File: src/rtl/abs_diff_sweep_pkg.sv
// Shared widths, FSM state encoding and the |x-y| helper for the abs-diff sweep controller.
package abs_diff_sweep_pkg;

   localparam int VEC_W = 8;
   localparam int RES_W = 4;
   localparam int CNT_W = 9;
   localparam int SUM_W = 12;

   typedef enum logic [1:0] {
      ST_IDLE  = 2'd0,
      ST_RUN   = 2'd1,
      ST_DRAIN = 2'd2,
      ST_DONE  = 2'd3
   } sweep_state_e;

   function automatic logic [RES_W-1:0] abs_sub(input logic [RES_W-1:0] x,
                                                input logic [RES_W-1:0] y);
      return (x >= y) ? (x - y) : (y - x);
   endfunction

endpackage

File: src/rtl/abs_diff_sweep_ctrl_if.sv
// Bus between the sweep controller (master) and its environment (slave).
// Extra first-fail signals appear only when ABS_DIFF_SWEEP_FIRST_FAIL_EN is defined.
interface abs_diff_sweep_ctrl_if;
   import abs_diff_sweep_pkg::*;

   // vec_vld qualifies vec_o for exactly one cycle; there is no backpressure, and
   // the approximate unit must present po_i exactly DUT_LAT cycles after that cycle.
   logic               start;
   logic               abort;
   logic [VEC_W-1:0]   vec_o;
   logic               vec_vld;
   logic [RES_W-1:0]   po_i;
   logic               busy;
   logic               done;
   logic [CNT_W-1:0]   err_cnt;
   logic [RES_W-1:0]   max_err;
   logic [SUM_W-1:0]   sum_err;
   sweep_state_e       state;
`ifdef ABS_DIFF_SWEEP_FIRST_FAIL_EN
   logic               ff_vld;
   logic [VEC_W-1:0]   ff_vec;
   logic [RES_W-1:0]   ff_exp;
   logic [RES_W-1:0]   ff_got;

   modport master (input  start, abort, po_i,
                   output vec_o, vec_vld, busy, done, err_cnt, max_err, sum_err, state,
                          ff_vld, ff_vec, ff_exp, ff_got);
   modport slave  (output start, abort, po_i,
                   input  vec_o, vec_vld, busy, done, err_cnt, max_err, sum_err, state,
                          ff_vld, ff_vec, ff_exp, ff_got);
`else
   modport master (input  start, abort, po_i,
                   output vec_o, vec_vld, busy, done, err_cnt, max_err, sum_err, state);
   modport slave  (output start, abort, po_i,
                   input  vec_o, vec_vld, busy, done, err_cnt, max_err, sum_err, state);
`endif

endinterface

File: src/rtl/abs_diff_exact.sv
// Golden reference: combinational exact 4-bit unsigned |A-B|.
module abs_diff_exact
   import abs_diff_sweep_pkg::*;
(
   input  logic [RES_W-1:0] a_i,
   input  logic [RES_W-1:0] b_i,
   output logic [RES_W-1:0] diff_o
);

   assign diff_o = abs_sub(a_i, b_i);

endmodule

File: src/rtl/abs_diff_sweep_ctrl.sv
// Drives all 256 operand pairs into an approximate |A-B| unit and scores its answers.
// Define ABS_DIFF_SWEEP_FIRST_FAIL_EN to also capture the first mismatching vector.
module abs_diff_sweep_ctrl
   import abs_diff_sweep_pkg::*;
#(
   parameter int DUT_LAT = 1  // legal range 1..4
) (
   input logic                   clk,
   input logic                   rst,
   abs_diff_sweep_ctrl_if.master bus
);

   sweep_state_e       state_q;
   logic [VEC_W-1:0]   vec_q;
   logic               vec_vld_q;
   logic               busy_q;
   logic               done_q;
   logic [1:0]         drain_q;

   logic [DUT_LAT-1:0] pipe_vld_q;
   logic [VEC_W-1:0]   pipe_vec_q [DUT_LAT];

   logic [CNT_W-1:0]   err_cnt_q, err_cnt_d;
   logic [RES_W-1:0]   max_err_q, max_err_d;
   logic [SUM_W-1:0]   sum_err_q, sum_err_d;

   logic               start_acc;
   logic               abort_hit;
   logic               samp_vld;
   logic               samp_use;
   logic [VEC_W-1:0]   samp_vec;
   logic [RES_W-1:0]   exact;
   logic [RES_W-1:0]   err;

   assign start_acc = (state_q == ST_IDLE) && bus.start;
   assign abort_hit = bus.abort && ((state_q == ST_RUN) || (state_q == ST_DRAIN));
   assign samp_vld  = pipe_vld_q[DUT_LAT-1];
   assign samp_vec  = pipe_vec_q[DUT_LAT-1];
   // An abort discards the sample landing in the same cycle.
   assign samp_use  = samp_vld && !abort_hit;

   abs_diff_exact u_exact (
      .a_i    (samp_vec[RES_W-1:0]),
      .b_i    (samp_vec[VEC_W-1:RES_W]),
      .diff_o (exact)
   );

   assign err = abs_sub(exact, bus.po_i);

   always_ff @(posedge clk) begin
      if (rst) begin
         state_q   <= ST_IDLE;
         vec_q     <= '0;
         vec_vld_q <= 1'b0;
         busy_q    <= 1'b0;
         done_q    <= 1'b0;
         drain_q   <= '0;
      end else begin
         done_q <= 1'b0;
         case (state_q)
            ST_IDLE: begin
               if (start_acc) begin
                  state_q   <= ST_RUN;
                  vec_q     <= '0;
                  vec_vld_q <= 1'b1;
                  busy_q    <= 1'b1;
               end
            end
            ST_RUN: begin
               if (abort_hit) begin
                  state_q   <= ST_IDLE;
                  vec_vld_q <= 1'b0;
                  busy_q    <= 1'b0;
               end else if (vec_q == '1) begin
                  state_q   <= ST_DRAIN;
                  vec_vld_q <= 1'b0;
                  drain_q   <= '0;
               end else begin
                  vec_q <= vec_q + VEC_W'(1);
               end
            end
            ST_DRAIN: begin
               if (abort_hit) begin
                  state_q <= ST_IDLE;
                  busy_q  <= 1'b0;
               end else if (drain_q == 2'(DUT_LAT - 1)) begin
                  state_q <= ST_DONE;
                  busy_q  <= 1'b0;
                  done_q  <= 1'b1;
               end else begin
                  drain_q <= drain_q + 2'd1;
               end
            end
            default: begin
               state_q <= ST_IDLE;
            end
         endcase
      end
   end

   always_ff @(posedge clk) begin
      if (rst || abort_hit) begin
         pipe_vld_q <= '0;
      end else begin
         pipe_vld_q[0] <= vec_vld_q;
         for (int i = 1; i < DUT_LAT; i++) begin
            pipe_vld_q[i] <= pipe_vld_q[i-1];
         end
      end
   end

   always_ff @(posedge clk) begin
      pipe_vec_q[0] <= vec_q;
      for (int i = 1; i < DUT_LAT; i++) begin
         pipe_vec_q[i] <= pipe_vec_q[i-1];
      end
   end

   always_comb begin
      err_cnt_d = err_cnt_q;
      max_err_d = max_err_q;
      sum_err_d = sum_err_q;
      if (start_acc) begin
         err_cnt_d = '0;
         max_err_d = '0;
         sum_err_d = '0;
      end else if (samp_use) begin
         err_cnt_d = err_cnt_q + CNT_W'(err != '0);
         sum_err_d = sum_err_q + SUM_W'(err);
         max_err_d = (err > max_err_q) ? err : max_err_q;
      end
   end

   always_ff @(posedge clk) begin
      if (rst) begin
         err_cnt_q <= '0;
         max_err_q <= '0;
         sum_err_q <= '0;
      end else begin
         err_cnt_q <= err_cnt_d;
         max_err_q <= max_err_d;
         sum_err_q <= sum_err_d;
      end
   end

`ifdef ABS_DIFF_SWEEP_FIRST_FAIL_EN
   logic               ff_vld_q, ff_vld_d;
   logic [VEC_W-1:0]   ff_vec_q, ff_vec_d;
   logic [RES_W-1:0]   ff_exp_q, ff_exp_d;
   logic [RES_W-1:0]   ff_got_q, ff_got_d;

   always_comb begin
      ff_vld_d = ff_vld_q;
      ff_vec_d = ff_vec_q;
      ff_exp_d = ff_exp_q;
      ff_got_d = ff_got_q;
      if (start_acc) begin
         ff_vld_d = 1'b0;
         ff_vec_d = '0;
         ff_exp_d = '0;
         ff_got_d = '0;
      end else if (samp_use && (err != '0) && !ff_vld_q) begin
         ff_vld_d = 1'b1;
         ff_vec_d = samp_vec;
         ff_exp_d = exact;
         ff_got_d = bus.po_i;
      end
   end

   always_ff @(posedge clk) begin
      if (rst) begin
         ff_vld_q <= 1'b0;
         ff_vec_q <= '0;
         ff_exp_q <= '0;
         ff_got_q <= '0;
      end else begin
         ff_vld_q <= ff_vld_d;
         ff_vec_q <= ff_vec_d;
         ff_exp_q <= ff_exp_d;
         ff_got_q <= ff_got_d;
      end
   end

   assign bus.ff_vld = ff_vld_q;
   assign bus.ff_vec = ff_vec_q;
   assign bus.ff_exp = ff_exp_q;
   assign bus.ff_got = ff_got_q;
`endif

   assign bus.vec_o   = vec_q;
   assign bus.vec_vld = vec_vld_q;
   assign bus.busy    = busy_q;
   assign bus.done    = done_q;
   assign bus.err_cnt = err_cnt_q;
   assign bus.max_err = max_err_q;
   assign bus.sum_err = sum_err_q;
   assign bus.state   = state_q;

endmodule

File: src/flat_wrapper.sv
// flat-port wrapper written by rule: the top's interface ports become plain ports
module abs_diff_sweep_ctrl_flat import abs_diff_sweep_pkg::*;
#(
   parameter int DUT_LAT = 1                     
)
  (clk, rst, bus_start, bus_abort, bus_po_i, bus_vec_o, bus_vec_vld, bus_busy, bus_done, bus_err_cnt, bus_max_err, bus_sum_err, bus_state);
  abs_diff_sweep_ctrl_if bus_i ();
  input logic clk;
  input logic rst;
  input wire logic [$bits(bus_i.start)-1:0] bus_start;
  input wire logic [$bits(bus_i.abort)-1:0] bus_abort;
  input wire logic [$bits(bus_i.po_i)-1:0] bus_po_i;
  output wire logic [$bits(bus_i.vec_o)-1:0] bus_vec_o;
  output wire logic [$bits(bus_i.vec_vld)-1:0] bus_vec_vld;
  output wire logic [$bits(bus_i.busy)-1:0] bus_busy;
  output wire logic [$bits(bus_i.done)-1:0] bus_done;
  output wire logic [$bits(bus_i.err_cnt)-1:0] bus_err_cnt;
  output wire logic [$bits(bus_i.max_err)-1:0] bus_max_err;
  output wire logic [$bits(bus_i.sum_err)-1:0] bus_sum_err;
  output wire logic [$bits(bus_i.state)-1:0] bus_state;
  assign bus_i.start = bus_start;
  assign bus_i.abort = bus_abort;
  assign bus_i.po_i = bus_po_i;
  assign bus_vec_o = bus_i.vec_o;
  assign bus_vec_vld = bus_i.vec_vld;
  assign bus_busy = bus_i.busy;
  assign bus_done = bus_i.done;
  assign bus_err_cnt = bus_i.err_cnt;
  assign bus_max_err = bus_i.max_err;
  assign bus_sum_err = bus_i.sum_err;
  assign bus_state = bus_i.state;
  abs_diff_sweep_ctrl #(.DUT_LAT(DUT_LAT)) u_core (.clk(clk), .rst(rst), .bus(bus_i));
endmodule
File: config.mk
export PLATFORM = sky130hd
export DESIGN_NAME = abs_diff_sweep_ctrl_flat
export DESIGN_NICKNAME = d
export VERILOG_FILES = /design/src/rtl/abs_diff_sweep_pkg.sv /design/src/rtl/abs_diff_sweep_ctrl_if.sv /design/src/rtl/abs_diff_exact.sv /design/src/rtl/abs_diff_sweep_ctrl.sv /design/src/flat_wrapper.sv
export SDC_FILE = /design/constraint.sdc
export NUM_CORES = 1
export LEC_CHECK = 0
export CORE_ASPECT_RATIO = 0.8
export CORE_UTILIZATION = 35
export CTS_CLUSTER_DIAMETER = 40
export DETAILED_ROUTE_END_ITERATION = 10
export RECOVER_POWER = 50
export SLEW_MARGIN = 20
export SYNTH_ARGS = -nofsm -noshare
export SYNTH_HDL_FRONTEND = slang
export SYNTH_SLANG_ARGS = --single-unit
File: constraint.sdc
create_clock -name clk -period 11.5 [get_ports clk]
set_input_delay 2.3 -clock clk [delete_from_list [all_inputs] [get_ports clk]]
set_output_delay 2.3 -clock clk [all_outputs]
set_load 0.01 [all_outputs]
Yosys cells after proc, flatten, opt, wreduce, memory -nomap -nowiden
Memory sizes are Yosys's and may differ from the RTL's.
Index checks and enable logic that the tools add are counted.
{"block": "totals", "reg_bits": 41, "latch_bits": 0, "mem_bits_rw": 8, "romBits": 0, "in_bits": 8, "out_inout_bits": 38, "word_cells": 81, "mem_count": 1}
{"name": "u_core.pipe_vec_q", "depth": 1, "width": 8, "read_ports": 1, "rd_clocked_by_memory_dff": 0, "write_ports": 1, "line": "abs_diff_sweep_ctrl.sv:21", "text": "logic [VEC_W-1:0] pipe_vec_q [DUT_LAT];"}
{"block": "classes", "add_sub_neg": 8, "n_mul": 0, "div": 0, "order_cmp": 3, "eq_ne": 12, "shift": 0, "mux": 26, "bitwise": 1, "n_reduce_logical": 20}
{"op": "8-bit two-way mux", "n": 3}
{"op": "2-bit two-way mux", "n": 9}
{"op": "8-bit case mux with 2 select lines", "n": 1}
{"op": "4-bit subtractor", "n": 4}
{"op": "12-bit by 4-bit adder with 12-bit output", "n": 1}
{"op": "2-bit != test (second input constant)", "n": 5}
{"op": "9-bit by 1-bit adder with 9-bit output", "n": 1}
{"op": "8-bit by 1-bit adder with 8-bit output (second input constant)", "n": 1}
{"op": "8-bit == test (second input constant)", "n": 1}
{"op": "4-bit greater-or-equal comparator", "n": 2}
{"op": "4-bit two-way mux", "n": 2}
{"op": "4-bit AND reduction", "n": 2}
{"op": "1-bit two-way mux", "n": 7}
{"op": "3-bit by 2-bit != test with 1-bit output (second input constant)", "n": 2}
{"op": "2-bit case mux with 3 select lines", "n": 1}
{"op": "3-bit AND reduction", "n": 2}
{"op": "5-bit AND reduction", "n": 1}
{"op": "4-bit > comparator", "n": 1}
{"op": "2-bit logical NOT", "n": 2}
{"op": "2-bit by 1-bit != test with 1-bit output (second input constant)", "n": 2}
{"op": "2-bit case mux with 2 select lines", "n": 1}
{"op": "2-bit nonzero test", "n": 2}
{"op": "4-bit nonzero test", "n": 1}
{"op": "1-bit logical AND", "n": 3}
{"op": "12 further kinds", "n": 13}

Depth between registers and ports, before layout
Gate-level depths: netlist of run 1.
{"block": "depth", "depth_word": 6, "ltp_mapped": 21, "ltp_nobuf": 21}

Hierarchy
A second synthesis of run 1 with hierarchy kept.
{"block": "unflattened", "hier_cells": 344, "area_unflattened_um2": 2956.6}
{"module": "abs_diff_sweep_ctrl", "instances": 1, "cells_each": 305, "area_each_um2": 2651.3, "seq_area_each_um2": 980.9}
{"module": "abs_diff_exact", "instances": 1, "cells_each": 39, "area_each_um2": 305.3, "seq_area_each_um2": 0.0}

Worst setup path after synthesis of run 1
No wires, ideal clock.
{"block": "synth_timing", "path_type": "input-to-reg", "start": "input port bus_po_i[0]", "end": "register u_core.sum_err_q[10] (netlist: u_core.bus.sum_err[10])", "setup_time_ns": 0.128, "arrival_time_ns": 4.804, "t_required_ns": 11.372, "setup_slack_ns": 6.568, "stages": 13, "n_path_buf": 0, "cell_sequence": "ha_1 > fa_1 > a21boi_1 > o21a_1 > mux2i_1 > a222oi_1 > inv_1 > ha_1 > nor2b_1 > a221oi_2 > nor3_1 > xnor2_1 > nor2_1"}
{"block": "synth_via", "elab_chain_len": 3, "elab_cells_between_ends": 5, "cone_classes": "add/sub (3); order compare (1); mux (1)"}
{"element": "start: declaration", "line": "flat_wrapper.sv:12", "text": "input wire logic [$bits(bus_i.po_i)-1:0] bus_po_i;"}
{"element": "4-bit subtractor or 4-bit greater-or-equal comparator (tied branches)", "line": "abs_diff_sweep_pkg.sv:18", "text": "return (x >= y) ? (x - y) : (y - x);"}
{"element": "4-bit two-way mux (*)", "line": "abs_diff_sweep_pkg.sv:18"}
{"element": "via u_core.err[3]", "line": "abs_diff_sweep_ctrl.sv:33", "text": "logic [RES_W-1:0] err;"}
{"element": "12-bit by 4-bit adder with 12-bit output (*)", "line": "abs_diff_sweep_ctrl.sv:129", "text": "sum_err_d = sum_err_q + SUM_W'(err);"}
{"element": "end signal: assignment", "line": "abs_diff_sweep_ctrl.sv:142", "text": "sum_err_q <= sum_err_d;"}
{"element": "end: declaration", "line": "abs_diff_sweep_ctrl.sv:25", "text": "logic [SUM_W-1:0] sum_err_q, sum_err_d;"}
Mark *: on every way through the listed nets, which the timed path passes. The rest lies on a longest branch.
A chain may end at the register's enable or synchronous reset.

Worst setup path in the final report of run 1
Ends and elaborated chain as after synthesis.

==> flow_metrics.tcl, run 1 <==
set metrics [dict create \
    hold_viol 0 \
    hp-class "reg -> reg" \
    synthesis.nets 383 \
    cp-endpoint "u_core.bus.sum_err[10]$_SDFFE_PP0P_" \
    cpMostUsedCell "ha_1" \
    yosys_most_used_dff "dfxtp_1" \
    setup_viol 0 \
    htreeDepth 2 \
    hpwl_um 4620 \
    synth_simple_gate_area_share_pct 17.7 \
    die_area_sq_mm 0.00893 \
    synth_area_per_cell_sq_um 8.88 \
    fin_util_pct 44.7 \
    synthCells 337 \
    syn_area_sq_mm 0.00299 \
    grt_first_pass_wirelength_um 10400 \
    io_pins 46 \
    power.internal_uw 305 \
    p_sw_uw 187 \
    fin_crit_sh_pct 47.4 \
    vias 2412 \
    num_rows 29 \
    status "finished clean" \
    comb_power_share_pct 38.6 \
    cts_root_buf "clkbuf_8" \
    cp_top_family "compound AO/OA/AOI/OAI gates" \
    post_cts_resized 0 \
    gp_congestion 0.797 \
    irDropWorstVdd_mv 0.0992 \
    antenna_left 0 \
    cp_max_fo 7 \
    worst-path-buf-inv 2 \
    cts_made_buffers 5 \
    synth-edff-count 0 \
    synthXorXnorAreaFrac_pct 4.39 \
    die_w_um 105 \
    max_clock_freq_mhz 184 \
    worstPathArrival_ns 5.62 \
    synth_top_family_by_area "compound AO/OA/AOI/OAI gates" \
    die_y_um 84.7 \
    worstMarginPinSlew_ns 0.889 \
    drive_gt1_share_pct 6.25 \
    ff2ff_path_depth 20 \
    critical_path_depth 14 \
    cp_slowest_cell "clkdlybuf4s50_1" \
    core-area_sq_mm 0.00809 \
    reg2reg_slack_ns 7.11 \
    grt_max_degree 26 \
    grt_pass1_vias 2235 \
    synth-warning-count 0 \
    cp.required_ns 11.67 \
    fin_setup_tns_ns 0 \
    synth-seq-cells 49 \
    insertion_delay_ns 0.31 \
    drc_errors 0 \
    worst_path_largest_cell_delay_ns 0.44 \
    critical_path_class "in -> reg" \
    clkSinkCount 49 \
    cts_setup_buffers 0 \
    firstDrtPassIters 4 \
    cp_cell_sequence "clkdlybuf4s50_1, ha_1, fa_1, a21boi_1, o21a_1, mux2i_1, a222oi_1, inv_1, ha_1, nor2b_1, a221oi_2, nor3_1, xnor2_1, nor2_1" \
    seq_area_sq_um 981 \
    slew_headroom_pct 40.6 \
    nets 429 \
    yosysSeqAreaShare_pct 32.8 \
    muxShareOfSynthArea_pct 2.88 \
    initial_core_util_pct 37.0 \
    cts_hold_buf 0 \
    maxCapViolations 0 \
    synth-async-reset-ratio_pct 0 \
    clkTransAtPathRegs_ns 0.09 \
    clock_path_buffers 2 \
    portBuffers 45 \
    syn_to_final_growth_pct 20.7 \
    p_seq_share_pct 39.7 \
    track_usage_pct 14.4 \
    clockPowerShare_pct 21.7 \
    first_iter_violations 93 \
    fin_skew_ns 0.00713 \
    rr_endpoint "u_core.bus.sum_err[10]$_SDFFE_PP0P_" \
    nFillCells 825 \
    min_period_ns 5.45 \
    swShare_pct 38.0 \
    cts_tree "yes" \
    p_leak_uw 0.00144 \
    total_power_uw 492 \
    power_density_mw_per_mm2 136 \
    insertedDiodeCount 0 \
    rsz0062_at_grt "no" \
    start_kind "primary input" \
    report.final.slew_viol_count 0 \
    via_per_inst 4.90 \
    multi_input_area_sq_mm 0.00182 \
    yosysUniqueCellTypes 60 \
    worstSetupStartpoint "bus_po_i[0]" \
    synthAdderAreaFrac_pct 17.1 \
    antenna_found_initial 0 \
    overflow 0 \
    wl_per_cell_um 12.4 \
    fin_area_sq_mm 0.00361 \
    routed_wl_um 6100 \
    cp-end-kind "flip-flop" \
    synth_compound_area_share_pct 19.4 \
    r2r_start "u_core.pipe_vec_q[0][0]$_DFF_P_" \
    dpl_cell_area_sq_mm 0.00354 \
]
## worst min path at each step
stage                                                 from                         endpoint  slack [ns]  depth (start not counted)
after floorplan           u_core.bus.vec_o[7]$_SDFFE_PP0P_  u_core.pipe_vec_q[0][7]$_DFF_P_        0.41                          0
after global placement    u_core.bus.vec_o[7]$_SDFFE_PP0P_  u_core.pipe_vec_q[0][7]$_DFF_P_        0.40                          0
after detailed placement  u_core.bus.vec_o[7]$_SDFFE_PP0P_  u_core.pipe_vec_q[0][7]$_DFF_P_        0.40                          0
after CTS                 u_core.bus.vec_o[7]$_SDFFE_PP0P_  u_core.pipe_vec_q[0][7]$_DFF_P_        0.42                          0
after global routing      u_core.bus.vec_o[7]$_SDFFE_PP0P_  u_core.pipe_vec_q[0][7]$_DFF_P_        0.43                          0
final                     u_core.bus.vec_o[7]$_SDFFE_PP0P_  u_core.pipe_vec_q[0][7]$_DFF_P_        0.41                          0
## layer usage
metal,vias up,track usage (%),routed length (um)
li1,1259,-,-
met1,1120,21.1,3330
met2,28,21.1,2560
met3,5,2.80,167
met4,0,4.35,45
met5,-,0,0
## flip-flops by register name, summed over array words and instances (netlist names)
register,flops
u_core.pipe_vld_q,1
u_core.bus.vec_vld,1
u_core.bus.max_err,4
u_core.bus.sum_err,12
u_core.bus.state,2
u_core.drain_q,2
u_core.bus.err_cnt,9
u_core.pipe_vec_q,8
u_core.bus.busy,1
u_core.bus.vec_o,8
u_core.bus.done,1
## power groups by stage
stage | logic, uW | clock network, uW | registers [uW]
floorplan | 144 | 0 | 202
global placement | 195 | 0 | 200
detailed placement | 198 | 0 | 200
CTS | 199 | 111 | 196
global route | 215 | 118 | 198
finish | 190 | 107 | 195
## area by class of cell
type	count	share of cell area (%)
sequential	49	27.1
clock buffer	5	1.90
inverter	35	3.63
multi-input combinational	247	50.4
clock inverter	3	0.692
timing repair buffer	45	12.5
tap	108	3.74
## synthesized netlist by cell type, drive strengths merged (2+ instances only)
cell    instances  area share, %
fa              5            3.3
buf             3           0.92
ha             33             14
a21oi          26            4.7
nor2           29            4.0
clkbuf          3           0.38
nand2b          4           0.84
a21o            3           0.75
dfxtp          49             33
nor2b           6            1.3
nand4           4           0.84
o21ai          20            3.5
xnor2           6            1.8
mux2i           6            2.1
a21boi          3           0.88
a211oi          4            1.4
nor3            5           0.84
inv            35            4.4
xor2            9            2.6
o31ai           7            1.8
mux2            2           0.75
o211ai          5            1.3
a31o            2           0.59
o21a            2           0.50
nand3          12            2.2
nor3b           2           0.67
or3             3           0.63
nand2          24            3.0
and2            5            1.1
a31oi           3            1.1
and3            5            1.1
## cell families after synthesis
group           count (synthesis)
flops                          49
buf+inv                        41
compound gates                 83
fa+ha+maj                      38
xor+xnor                       15
mux                             8
simple gates                  103
## placed cells by master, fill, tap and decap left out, types with 2 or more instances in the layout
cell type / count
inv_1: 35
mux2i_1: 5
o21a_1: 2
a211oi_1: 3
and3_1: 4
nand2b_1: 4
o31ai_1: 7
xnor2_1: 6
ha_1: 33
o21ai_1: 8
nand4_1: 4
dlygate4sd3_1: 29
a21o_1: 3
fa_1: 5
mux2_2: 2
xor2_1: 9
o21ai_0: 12
or3_1: 3
and2_1: 4
o211ai_1: 5
clkbuf_8: 5
nor3_1: 5
clkdlybuf4s50_1: 16
inv_6: 2
nor2b_1: 6
nor2_1: 27
a21oi_1: 25
nand3_1: 11
nand2_1: 24
dfxtp_1: 49
a31oi_1: 2
## per-stage QoR
step | hold WS [ns] | setup WS, ns | instances
after global placement | 0.398 | 5.86 | 484
after detailed placement | 0.402 | 5.72 | 484
after floorplan | 0.411 | 6.57 | 337
final | 0.415 | 6.05 | 492
after CTS | 0.417 | 6.04 | 492
after global routing | 0.427 | 5.76 | 492
Power figures use the tool's default switching activity.
==> run 2: changes to the inputs <==
==> constraint.sdc (replaced) <==
create_clock -name clk -period 4.9 [get_ports clk]
set_input_delay 0.98 -clock clk [delete_from_list [all_inputs] [get_ports clk]]
set_output_delay 0.98 -clock clk [all_outputs]
set_load 0.01 [all_outputs]
==> flow_metrics.tcl, run 2 (same netlist as run 1, synthesis figures left out) <==
set metrics [dict create \
    mostFrequentLayoutCell "dfxtp_1" \
    hp-start "u_core.bus.vec_o[7]$_SDFFE_PP0P_" \
    post_cts_resized 0 \
    clkSinkCount 49 \
    grt_pass1_vias 2314 \
    worstSetupStartpoint "u_core.pipe_vec_q[0][0]$_DFF_P_" \
    cts_root_buf "clkbuf_8" \
    cpMostUsedCell "inv_1" \
    total_power_uw 1180 \
    htreeDepth 2 \
    nFillCells 804 \
    hpwl_um 4640 \
    maxCapViolations 0 \
    irDropWorstVdd_mv 0.191 \
    cp_cell_sequence "inv_1, ha_1, inv_1, fa_1, a21oi_1, o21ai_1, mux2_2, inv_1, fa_1, a21boi_1, o21a_1, mux2i_1, a222oi_1, inv_1, ha_1, nor2b_1, a221oi_2, nor3_1, xnor2_1, nor2_1" \
    via_per_inst 4.96 \
    clkTransAtPathRegs_ns 0.09 \
    vias 2433 \
    antenna_left 0 \
    io_pins 46 \
    start_kind "flip-flop" \
    cp.required_ns 5.05 \
    rsz0062_at_grt "no" \
    r2r_start "u_core.pipe_vec_q[0][0]$_DFF_P_" \
    grt_first_pass_wirelength_um 10800 \
    firstDrtPassIters 4 \
    drc_errors 0 \
    fin_skew_ns 0.00449 \
    cts_setup_buffers 0 \
    gp_congestion 0.827 \
    fin_crit_sh_pct 89.6 \
    final_cell_mix "dfxtp_1 (49), inv_1 (35), ha_1 (33), dlygate4sd3_1 (30), nor2_1 (27)" \
    cp_max_fo 7 \
    setup_viol 0 \
    die_area_sq_mm 0.00893 \
    syn_to_final_growth_pct 21.3 \
    drive_gt1_share_pct 6.27 \
    die_w_um 105 \
    overflow 0 \
    p_leak_uw 0.00145 \
    cts_hold_buf 0 \
    cts_tree "yes" \
    core-area_sq_mm 0.00809 \
    clock_path_buffers 2 \
    fin_util_pct 44.9 \
    nets 429 \
    routed_wl_um 6090 \
    report.final.slew_viol_count 0 \
    cp-end-kind "flip-flop" \
    pre_cts_ws_ns 0.474 \
    fin_setup_tns_ns 0 \
    wl_per_cell_um 12.4 \
    insertedDiodeCount 0 \
    worstMarginPinSlew_ns 0.903 \
    antenna_found_initial 0 \
    status "finished clean" \
    largest_reg_flops 12 \
    worstPathArrival_ns 4.54 \
    insertion_delay_ns 0.29 \
    max_clock_freq_mhz 228 \
    slew_headroom_pct 39.6 \
    num_rows 29 \
    first_iter_violations 120 \
    initial_core_util_pct 37.0 \
    portBuffers 45 \
    cp_slowest_cell "fa_1" \
    cts_made_buffers 5 \
    die_y_um 84.7 \
    worst_path_largest_cell_delay_ns 0.43 \
    reg2reg_slack_ns 0.51 \
    track_usage_pct 14.7 \
    hp-class "reg -> reg" \
    power_density_mw_per_mm2 326 \
    grt_max_degree 26 \
    hold_viol 0 \
    critical_path_class "reg -> reg" \
    hold_slack_ns 0.419 \
    min_period_ns 4.39 \
    setup_slack_ns 0.512 \
]
[run 2: changes by cell type in the layout (fill, tap and decap cells not counted), sizes merged]
| cell | before | now |
|---|---|---|
| dlygate4sd3 | 29 | 30 |
| clkinvlp | 1 | 0 |
| bufinv | 0 | 1 |
| clkdlybuf4s50 | 16 | 15 |
| clkinv | 0 | 1 |
| inv | 37 | 35 |
[run 2: stage by stage]
step	instances	cell area, sq um
detailed placement	484	3540
global route	491	3630
floorplan	337	2990
global placement	484	3540
CTS	491	3640
finish	491	3630
[run 2: final cells by class]
type	instances	area [sq um]	area share, %
tap	108	135	3.72
clock inverter	2	35.0	0.965
multi-input combinational	247	1830	50.4
sequential	49	981	27.0
timing repair buffer	45	450	12.4
clock buffer	5	68.8	1.90
inverter	35	131	3.62
[run 2: critical path: cells and delay by family (launching register included)]
family                   cells  cell delay (ns)
multiplexers                 2             0.42
flip-flops                   1             0.32
XOR/XNOR                     1             0.16
AO/OA/AOI/OAI                6             1.41
buffers and inverters        4             0.35
adder cells (fa/ha/maj)      4             1.26
AND/OR/NAND/NOR              3             0.33
[run 2: power breakdown]
group          leakage, uW  switching, uW  internal [uW]
Clock            0.0000540            130            149
Combinational      0.00100            265            183
Sequential        0.000396           29.6            429
[run 2: routing by layer]
layer / global-route usage, % / vias up / part of all wire [%]
li1: - / 1266 / -
met1: 21.4 / 1127 / 53
met2: 21.9 / 35 / 44
met3: 2.95 / 5 / 3.0
met4: 3.71 / 0 / 0.69
met5: 0 / - / 0
[run 2: final timing paths]
path	cells after the start	endpoint
min reg2reg	0	u_core.pipe_vec_q[0][7]$_DFF_P_
max	20	u_core.bus.sum_err[10]$_SDFFE_PP0P_
max reg2reg	20	u_core.bus.sum_err[10]$_SDFFE_PP0P_
min	0	u_core.pipe_vec_q[0][7]$_DFF_P_
==> run 3: changes to the inputs <==
--- a/config.mk
+++ b/config.mk
@@ -5,10 +5,12 @@
 export SDC_FILE = /design/constraint.sdc
 export NUM_CORES = 1
 export LEC_CHECK = 0
-export CORE_ASPECT_RATIO = 0.8
+export CORE_ASPECT_RATIO = 1.5
 export CORE_UTILIZATION = 35
 export CTS_CLUSTER_DIAMETER = 40
+export CTS_CLUSTER_SIZE = 16
 export DETAILED_ROUTE_END_ITERATION = 10
+export HOLD_SLACK_MARGIN = 0.12
 export RECOVER_POWER = 50
 export SLEW_MARGIN = 20
 export SYNTH_ARGS = -nofsm -noshare
==> flow_metrics.tcl, run 3 (same netlist as run 1, synthesis figures left out) <==
set metrics [dict create \
    hpwl_um 4890 \
    via_per_inst 5.08 \
    r2r_start "u_core.pipe_vec_q[0][0]$_DFF_P_" \
    mostFrequentLayoutCell "dfxtp_1" \
    rr_endpoint "u_core.bus.sum_err[10]$_SDFFE_PP0P_" \
    drc_errors 0 \
    antenna_left 0 \
    worst-path-buf-inv 4 \
    rsz0062_at_grt "no" \
    antenna_found_initial 0 \
    irDropWorstVdd_mv 0.222 \
    status "finished clean" \
    initial_core_util_pct 35.8 \
    power_density_mw_per_mm2 364 \
    critical_path_depth 20 \
    htreeDepth 2 \
    reg2reg_slack_ns 0.56 \
    cp-end-kind "flip-flop" \
    nets 429 \
    ff2ff_path_depth 20 \
    hp-class "reg -> reg" \
    fin_area_sq_mm 0.00373 \
    syn_to_final_growth_pct 24.6 \
    worstMarginPinSlew_ns 0.869 \
    pre_cts_ws_ns 0.503 \
    insertedDiodeCount 0 \
    fin_crit_sh_pct 88.6 \
    clkSinkCount 49 \
    die_area_sq_mm 0.00894 \
    die_w_um 77.5 \
    first_iter_violations 55 \
    largest_reg_flops 12 \
    cp_top_family "compound AO/OA/AOI/OAI gates" \
    dp.cells 483 \
    io_pins 46 \
    worst_path_largest_cell_delay_ns 0.41 \
    cts_hold_buf 0 \
    insertion_delay_ns 0.29 \
    fin_setup_tns_ns 0 \
    setup_viol 0 \
    clkTransAtPathRegs_ns 0.07 \
    cts_root_buf "clkbuf_16" \
    post_cts_resized 0 \
    cp-endpoint "u_core.bus.sum_err[10]$_SDFFE_PP0P_" \
    cts_setup_buffers 0 \
    core-area_sq_mm 0.00836 \
    final_cell_mix "dfxtp_1 (49), inv_1 (35), ha_1 (33), dlygate4sd3_1 (31), nor2_1 (27)" \
    cp.required_ns 5.05 \
    overflow 0 \
    setup_slack_ns 0.558 \
    critical_path_class "reg -> reg" \
    start_kind "flip-flop" \
    slew_headroom_pct 41.9 \
    min_period_ns 4.34 \
    cts_tree "yes" \
    worstSetupStartpoint "u_core.pipe_vec_q[0][0]$_DFF_P_" \
    report.final.slew_viol_count 0 \
    cp_cell_sequence "inv_1, ha_1, inv_1, fa_1, a21oi_1, o21ai_1, mux2_2, inv_1, fa_1, a21boi_1, o21a_1, mux2i_1, a222oi_1, inv_1, ha_1, nor2b_1, a221oi_2, nor3_1, xnor2_1, nor2_1" \
    fin_skew_ns 0.00859 \
    wl_per_cell_um 13.1 \
    layoutNonFillerInstCount 491 \
    num_rows 41 \
    gp_congestion 0.787 \
    die_y_um 115 \
    max_clock_freq_mhz 230 \
    portBuffers 45 \
    grt_pass1_vias 2483 \
    p_leak_uw 0.00150 \
    grt_first_pass_wirelength_um 11100 \
    maxCapViolations 0 \
    firstDrtPassIters 4 \
    routed_wl_um 6430 \
    cts_made_buffers 5 \
    cp_slowest_cell "fa_1" \
    dpl_cell_area_sq_mm 0.00354 \
    worstPathArrival_ns 4.49 \
    clock_path_buffers 2 \
    drive_gt1_share_pct 7.03 \
    cp_max_fo 7 \
    vias 2493 \
    cpMostUsedCell "inv_1" \
    hold_viol 0 \
    grt_max_degree 26 \
    track_usage_pct 15.4 \
]
run 3: cell count changes in the layout (fill, tap and decap cells not counted), sizes merged:
| cell | change |
|---|---|
| bufinv | +1 |
| clkdlybuf4s50 | -1 |
| clkinv | -1 |
| dlygate4sd3 | +1 |
| inv | +1 |
run 3: routing by layer:
metal	global-route usage (%)	wire (um)	part of all wire, %
met3	1.90	177	2.8
met4	7.04	141	2.2
met1	17.4	2710	42
met2	28.6	3400	53
met5	0	0	0
run 3: cell type report:
type	instances	area [sq um]
Clock inverter	3	68.8
Fill cell	852	4630
Clock buffer	5	125
Timing Repair Buffer	45	450
Inverter	35	131
Tap cell	107	134
Multi-Input combinational cell	247	1840
Sequential cell	49	981
run 3: worst min-delay path by stage:
stage / from / to / slack (ns) / cells after the start
4_1_cts: u_core.bus.vec_o[7]$_SDFFE_PP0P_ / u_core.pipe_vec_q[0][7]$_DFF_P_ / 0.41 / 0
5_1_grt: u_core.bus.vec_o[7]$_SDFFE_PP0P_ / u_core.pipe_vec_q[0][7]$_DFF_P_ / 0.44 / 0
3_5_place_dp: u_core.bus.vec_o[7]$_SDFFE_PP0P_ / u_core.pipe_vec_q[0][7]$_DFF_P_ / 0.40 / 0
3_3_place_gp: u_core.bus.vec_o[7]$_SDFFE_PP0P_ / u_core.pipe_vec_q[0][7]$_DFF_P_ / 0.41 / 0
6_report: u_core.bus.vec_o[7]$_SDFFE_PP0P_ / u_core.pipe_vec_q[0][7]$_DFF_P_ / 0.42 / 0
2_1_floorplan: u_core.bus.vec_o[7]$_SDFFE_PP0P_ / u_core.pipe_vec_q[0][7]$_DFF_P_ / 0.41 / 0
run 3: per-stage QoR:
step	total power, uW	hold WS [ns]	util (%)
after floorplan	812	0.411	-
after global placement	928	0.409	42.3
after detailed placement	935	0.405	42.3
after CTS	1390	0.415	44.7
after global routing	1450	0.439	44.6
final	1360	0.415	44.6
run 3: power breakdown:
part / leakage (uW) / switching [uW] / internal [uW]
Combinational: 0.00101 / 269 / 184
Clock: 0.0000944 / 154 / 294
Sequential: 0.000396 / 28.1 / 429
